==> src/rtl/zeroriscy_host_if.sv <==
// Host-interface responder on the zero-riscy data port: console stores feed a byte
// FIFO drained by an 8N1 UART; tohost stores are latched and decoded to pass/fail.
`timescale 1ns/1ps
module zeroriscy_host_if #(
  parameter int FIFO_DEPTH   = 16,
  parameter int CLKS_PER_BIT = 868
) (
  input  logic        clk,
  input  logic        rst_n,
  input  logic        data_req_i,
  input  logic [31:0] data_addr_i,
  input  logic        data_we_i,
  input  logic [3:0]  data_be_i,
  input  logic [31:0] data_wdata_i,
  output logic        data_gnt_o,
  output logic        data_rvalid_o,
  output logic [31:0] data_rdata_o,
  output logic        data_err_o,
  output logic        uart_tx_o,
  output logic        tohost_valid_o,
  output logic [31:0] tohost_data_o,
  output logic        pass_o,
  output logic        fail_o
);

  localparam int AW = $clog2(FIFO_DEPTH);
  localparam int PW = AW + 1;
  localparam int CW = $clog2(CLKS_PER_BIT);

  localparam logic [31:0] CONSOLE_ADDR = 32'h9a10_0000;
  localparam logic [31:0] TOHOST_ADDR0 = 32'h8000_1000;
  localparam logic [31:0] TOHOST_ADDR1 = 32'h8000_3000;
  localparam logic [31:0] TOHOST_ADDR2 = 32'h8017_fffc;

  typedef enum logic [1:0] {ST_IDLE, ST_START, ST_DATA, ST_STOP} uart_state_e;

  logic          is_console, is_tohost, mapped;
  logic          console_store, tohost_store, tohost_write;
  logic          fifo_full, fifo_empty, push, pop, bit_end;
  logic [PW-1:0] wr_ptr_q, rd_ptr_q, level;
  logic [7:0]    level8;
  logic [7:0]    fifo_mem [FIFO_DEPTH];
  logic [31:0]   rdata_d;
  logic          unused_be;

  uart_state_e   state_q;
  logic [CW-1:0] bit_cnt_q;
  logic [2:0]    bit_idx_q;
  logic [7:0]    shift_q;
  logic          tx_q;

  logic          rvalid_q, err_q, tohost_valid_q, pass_q, fail_q;
  logic [31:0]   rdata_q, tohost_data_q;

  assign is_console = (data_addr_i == CONSOLE_ADDR);
  assign is_tohost  = (data_addr_i == TOHOST_ADDR0) || (data_addr_i == TOHOST_ADDR1) ||
                      (data_addr_i == TOHOST_ADDR2);
  assign mapped     = is_console | is_tohost;

  assign console_store = data_req_i & data_we_i & is_console;
  assign tohost_store  = data_req_i & data_we_i & is_tohost;
  assign unused_be     = ^data_be_i[3:1];

  assign level      = wr_ptr_q - rd_ptr_q;
  assign level8     = 8'(level);
  assign fifo_full  = (level == PW'(FIFO_DEPTH));
  assign fifo_empty = (level == '0);
  assign bit_end    = (bit_cnt_q == CW'(CLKS_PER_BIT - 1));

  // The UART pops at the end of IDLE or STOP; that pop frees a slot for a waiting store.
  assign pop          = ~fifo_empty & ((state_q == ST_IDLE) | ((state_q == ST_STOP) & bit_end));
  assign data_gnt_o   = data_req_i & ~(console_store & fifo_full & ~pop);
  assign push         = data_gnt_o & console_store & data_be_i[0];
  assign tohost_write = data_gnt_o & tohost_store & (data_wdata_i != '0);

  // NOTE: every variable written in always_comb gets a default first, so no latch is inferred.
  always_comb begin
    rdata_d = '0;
    if (!data_we_i) begin
      if (is_console)     rdata_d = {23'b0, fifo_full, level8};
      else if (is_tohost) rdata_d = tohost_data_q;
    end
  end

  // NOTE: storage array carries no reset; the pointers alone define which entries are valid.
  always_ff @(posedge clk) begin
    if (push) fifo_mem[wr_ptr_q[AW-1:0]] <= data_wdata_i[7:0];
  end

  // NOTE: sequential state uses non-blocking assignments so all registers update together.
  always_ff @(posedge clk) begin
    if (!rst_n) begin
      wr_ptr_q <= '0;
      rd_ptr_q <= '0;
    end else begin
      if (push) wr_ptr_q <= wr_ptr_q + PW'(1);
      if (pop)  rd_ptr_q <= rd_ptr_q + PW'(1);
    end
  end

  always_ff @(posedge clk) begin
    if (!rst_n) begin
      rvalid_q       <= 1'b0;
      rdata_q        <= '0;
      err_q          <= 1'b0;
      tohost_valid_q <= 1'b0;
      tohost_data_q  <= '0;
      pass_q         <= 1'b0;
      fail_q         <= 1'b0;
    end else begin
      rvalid_q       <= data_gnt_o;
      rdata_q        <= (data_gnt_o && mapped) ? rdata_d : '0;
      err_q          <= data_gnt_o & ~mapped;
      tohost_valid_q <= tohost_write;
      if (tohost_write) begin
        tohost_data_q <= data_wdata_i;
        // Status is decided by the first non-zero store only.
        if (!pass_q && !fail_q) begin
          pass_q <= (data_wdata_i == 32'd1);
          fail_q <= (data_wdata_i != 32'd1);
        end
      end
    end
  end

  always_ff @(posedge clk) begin
    if (!rst_n) begin
      state_q   <= ST_IDLE;
      bit_cnt_q <= '0;
      bit_idx_q <= '0;
      shift_q   <= '0;
      tx_q      <= 1'b1;
    end else begin
      case (state_q)
        ST_IDLE: begin
          if (pop) begin
            state_q   <= ST_START;
            bit_cnt_q <= '0;
            shift_q   <= fifo_mem[rd_ptr_q[AW-1:0]];
            tx_q      <= 1'b0;
          end
        end
        ST_START: begin
          if (bit_end) begin
            state_q   <= ST_DATA;
            bit_cnt_q <= '0;
            bit_idx_q <= '0;
            tx_q      <= shift_q[0];
            shift_q   <= shift_q >> 1;
          end else begin
            bit_cnt_q <= bit_cnt_q + CW'(1);
          end
        end
        ST_DATA: begin
          if (bit_end) begin
            bit_cnt_q <= '0;
            if (bit_idx_q == 3'd7) begin
              state_q <= ST_STOP;
              tx_q    <= 1'b1;
            end else begin
              bit_idx_q <= bit_idx_q + 3'd1;
              tx_q      <= shift_q[0];
              shift_q   <= shift_q >> 1;
            end
          end else begin
            bit_cnt_q <= bit_cnt_q + CW'(1);
          end
        end
        ST_STOP: begin
          if (bit_end) begin
            bit_cnt_q <= '0;
            if (pop) begin
              state_q <= ST_START;
              shift_q <= fifo_mem[rd_ptr_q[AW-1:0]];
              tx_q    <= 1'b0;
            end else begin
              state_q <= ST_IDLE;
            end
          end else begin
            bit_cnt_q <= bit_cnt_q + CW'(1);
          end
        end
        default: state_q <= ST_IDLE;
      endcase
    end
  end

  assign data_rvalid_o  = rvalid_q;
  assign data_rdata_o   = rdata_q;
  assign data_err_o     = err_q;
  assign uart_tx_o      = tx_q;
  assign tohost_valid_o = tohost_valid_q;
  assign tohost_data_o  = tohost_data_q;
  assign pass_o         = pass_q;
  assign fail_o         = fail_q;

endmodule

==> config.mk <==
export PLATFORM = sky130hd
export DESIGN_NAME = zeroriscy_host_if
export DESIGN_NICKNAME = d
export VERILOG_FILES = /design/src/rtl/zeroriscy_host_if.sv
export SDC_FILE = /design/constraint.sdc
export NUM_CORES = 1
export LEC_CHECK = 0
export ABC_CLOCK_PERIOD_IN_PS = 7150
export BUFFER_PORTS_ARGS = -buffer_cell sky130_fd_sc_hd__buf_2
export CAP_MARGIN = 20
export CORE_ASPECT_RATIO = 1.25
export CORE_MARGIN = 10
export CORE_UTILIZATION = 25
export CTS_CLUSTER_DIAMETER = 120
export DETAILED_ROUTE_END_ITERATION = 10
export GPL_ROUTABILITY_DRIVEN = 0
export PLACE_DENSITY = 0.5
export SLEW_MARGIN = 20
export SYNTH_ARGS = -nofsm -noshare
export SYNTH_HDL_FRONTEND = slang
export SYNTH_SLANG_ARGS = --single-unit
==> constraint.sdc <==
create_clock -name clk -period 7.15 [get_ports clk]
set_input_delay 0.3575 -clock clk [delete_from_list [all_inputs] [get_ports clk]]
set_output_delay 0.3575 -clock clk [all_outputs]
set_load 0.02 [all_outputs]
==> metrics.md <==
| Metric | Value |
|---|---|
| Largest family of logic cells by synthesized area | simple AND/OR/NAND/NOR gates |
| Ys async rst share | 0% |
| Pleak | 0.00431 uW |
| Non-Filler Instances | 1,449 |
| Worst slew margin | 37.4% |
| Setup CP Type | register to register |
| Logic gate share of total power | 17.9% |
| CP Capture Type | register |
| Adder-Cell Fraction of Synth Area | 2.34% |
| Area Overhead vs Synth | 20.5% |
| Final-report setup violation count | 0 |
| Post-Syn Area | 9950 um^2 |
| Internal | 2350 uW |
| # port buffers | 139 |
| Dpl ws | 3.64 ns |
| Antenna diode count | 0 |
| Top FF cell, synth | edfxtp_1 |
| Post-synthesis compound-gate area fraction | 8.67% |
| Post-Route Setup TNS | 0 ns |
| Worst setup margin | 3.68 ns |
| Site Rows | 81 |
| Iter 0 DRT Violations | 341 |
| Xor/xnor share of the synthesized area | 0.264% |
| Skew-Pair Late Insertion Delay | 0.52 ns |
| Met2 GRT Util | 20.3% |
| Cell mode on critical path | inv_1 |
| TritonCTS Buffers | 22 |
| Placed wire-length estimate | 18.7 mm |
| Largest stage delay, worst path | 0.79 ns |
| Final period util | 48.5% |
| GRT Total Usage | 10.8% |
| Synth top area cells | edfxtp_1, dfxtp_1, mux4_2 |
| CTS clk-pin slew, worst paths | 0.07 ns |
| Core area | 39,200 um^2 |
| Die height | 243 um |
| Clock power frac | 36.2% |
| Post-cts sizing count | 0 |
| Total global routing overflow | 0 |
| Max stage delay cell, worst path | nor3_2 |
| Seq/Total Area, Yosys | 60.1% |
| Final wirelength | 26.1 mm |
| Cell count after synthesis | 793 |
| Post-Syn Area per Cell | 12.6 um^2 |
| Max Fclk | 0.288 GHz |
| Final Hold Vio Count | 0 |
| Max VDD drop | 0.182 mV |
| First-pass GRT wire length | 41.2 mm |
| Worst-path fanout max | 16 |
| Buffers & Inverters on Critical Path | 2 |
| Initial Utilization | 25.4% |
| Post-DRT Antenna Nets | 0 |
| Largest net degree at the start of global routing | 82 |
| Hold Crit Class | primary input to register |
| Yosys reg bits | 235 |
| Multiplexer share of the synthesized area | 11.4% |
| Top post-synthesis cells by count | edfxtp_1, nand2_1, dfxtp_1, mux2i_1, mux4_2 |
| Vias | 6,749 |
| H-Tree Level Count | 1 |
| Nets@finish | 1,025 |
| Final Skew | 0.0138 ns |
| Switching power share of the total | 28.2% |
| Synth top area share | 38.6% |
| Placed Instances | 1,409 |
| CP required | 7.29 ns |
| Root Driver | clkbuf_16 |
| Met3 Resource Use GR | 1.87% |
| Worst Tran Pin Value | 0.938 ns |
| Setup Buffers After CTS | 0 |
| Layout cell share with drive strength beyond 1 | 26.3% |
| RSZ-0062 raised after global routing | false |
| Type of origin of the critical path | register |
| Vias in the first global route | 7,157 |
| Cell taking the most area after synthesis | edfxtp_1 |
| EDFF count, synth | 128 |
| Routing usage on met1 | 11.9% |
| WP data arrival | 3.61 ns |
| Run status | finished clean |
| Sequential Power Share | 45.9% |
| CTS sink count | 235 |
| Antenna violations before repair | 1 |
| Cell family with most CP delay | simple AND/OR/NAND/NOR gates |
| Distinct cells, synth | 70 |
| Avg WL per Cell | 18.0 um |
| Power per cell area | 273 nW/um^2 |
| Chip width | 198 um |
| Post-synthesis net count | 883 |
| Max-Cap Viols | 0 |
| Final-report max-slew violation count | 0 |
| Post-CTS Hold Fix Bufs | 0 |
| Period minus WS final | 3.47 ns |
| Switching Power | 923 uW |
| I/O pin count | 143 |
| Simple logic cell fraction of the synthesized area | 14.7% |
| Maximum clock path buffer count | 3 |
| Final Power | 3270 uW |
| TritonCTS clock tree | yes |
| Drt first pass iters | 4 |
| GR peak layer | met2 |
| Die ar. | 48,200 um^2 |
| Post-DR vias/cell | 4.66 |
| DRC Markers | 0 |
| YS warnings | 0 |
| Cell breakdown of the critical path | inv_1, ha_1, inv_1, fa_1, xor2_1, nand4b_1, nand2_1, a311o_4, nor3_2 |
## cell type report
class / count / area [um^2]
Clock inverter: 7 / 63.8
Fill cell: 3928 / 27200
Clock buffer: 33 / 686
Multi-Input combinational cell: 501 / 3730
Sequential cell: 235 / 5990
Timing Repair Buffer: 159 / 846
Inverter: 16 / 60.1
Tap cell: 498 / 623
## power groups by stage
stage / logic, uW / clock network (uW) / registers [uW]
floorplan: 421 / 0 / 1510
global placement: 584 / 0 / 1530
detailed placement: 590 / 0 / 1530
CTS: 591 / 1220 / 1500
global route: 656 / 1270 / 1510
finish: 588 / 1180 / 1500
## stage by stage
step | area, um^2 | util [%] | hold slack [ns]
CTS | 12000 | 30.6 | 0.0718
global route | 12000 | 30.6 | 0.0871
finish | 12000 | 30.6 | 0.0838
detailed placement | 11200 | 28.7 | 0.458
global placement | 11200 | 28.7 | 0.451
floorplan | 9950 | - | 0.449
## registers in the layout (all words and copies together) (netlist names), named ones only
| name | cells |
|---|---|
| tohost_valid_o | 1 |
| state_q | 2 |
| data_rvalid_o | 1 |
| tohost_data_o | 32 |
| rd_ptr_q | 5 |
| bit_idx_q | 3 |
| pass_o | 1 |
| fifo_mem | 128 |
| wr_ptr_q | 5 |
| bit_cnt_q | 10 |
| uart_tx_o | 1 |
| data_err_o | 1 |
| data_rdata_o | 32 |
| fail_o | 1 |
| shift_q | 8 |
## layer usage
metal / wire (um) / part of all wire (%) / vias up
met4: 480 / 1.8 / 2
met3: 1060 / 4.0 / 27
met1: 10400 / 40 / 3302
met5: 7 / 0.027 / -
met2: 14200 / 54 / 138
li1: - / - / 3280
## placed cells by master, fill, tap and decap left out, types with 6 or more instances in the layout
cell / instances
buf_2: 139
nand2_1: 128
edfxtp_1: 128
dfxtp_1: 106
mux2i_1: 42
mux4_2: 31
and2_1: 29
nor2_1: 27
clkbuf_16: 24
a21oi_1: 21
nor3_1: 21
buf_4: 20
ha_1: 17
a31oi_1: 16
a211oi_1: 16
inv_1: 14
nor4_1: 13
o21ai_0: 13
nand3_1: 11
nand4_1: 10
nand2b_1: 9
o221ai_1: 7
o211ai_1: 6
## path summary, 6_finish.rpt
path                     start                 to  slack (ns)  cells past startpoint
max reg2reg        wr_ptr_q[0]     fifo_mem[7][0]        3.68                      9
min           data_wdata_i[11]  tohost_data_o[11]        0.08                      3
min reg2reg  tohost_data_o[11]  tohost_data_o[11]        0.47                      2
max                wr_ptr_q[0]     fifo_mem[7][0]        3.68                      9
## logic make-up after synthesis
family | count (synthesis)
AO/OA/AOI/OAI | 120
XOR/XNOR | 3
adder cells (fa/ha/maj) | 18
buffers and inverters | 57
flip-flops | 235
multiplexers | 74
AND/OR/NAND/NOR | 286
## worst reg2reg max path: stages, from the launching register on
cell and delay (ns):
dfxtp_1 0.35, inv_1 0.15, ha_1 0.18, inv_1 0.05, fa_1 0.41, xor2_1 0.25
nand4b_1 0.23, nand2_1 0.22, a311o_4 0.46, nor3_2 0.79
Power figures use the tool's default switching activity.
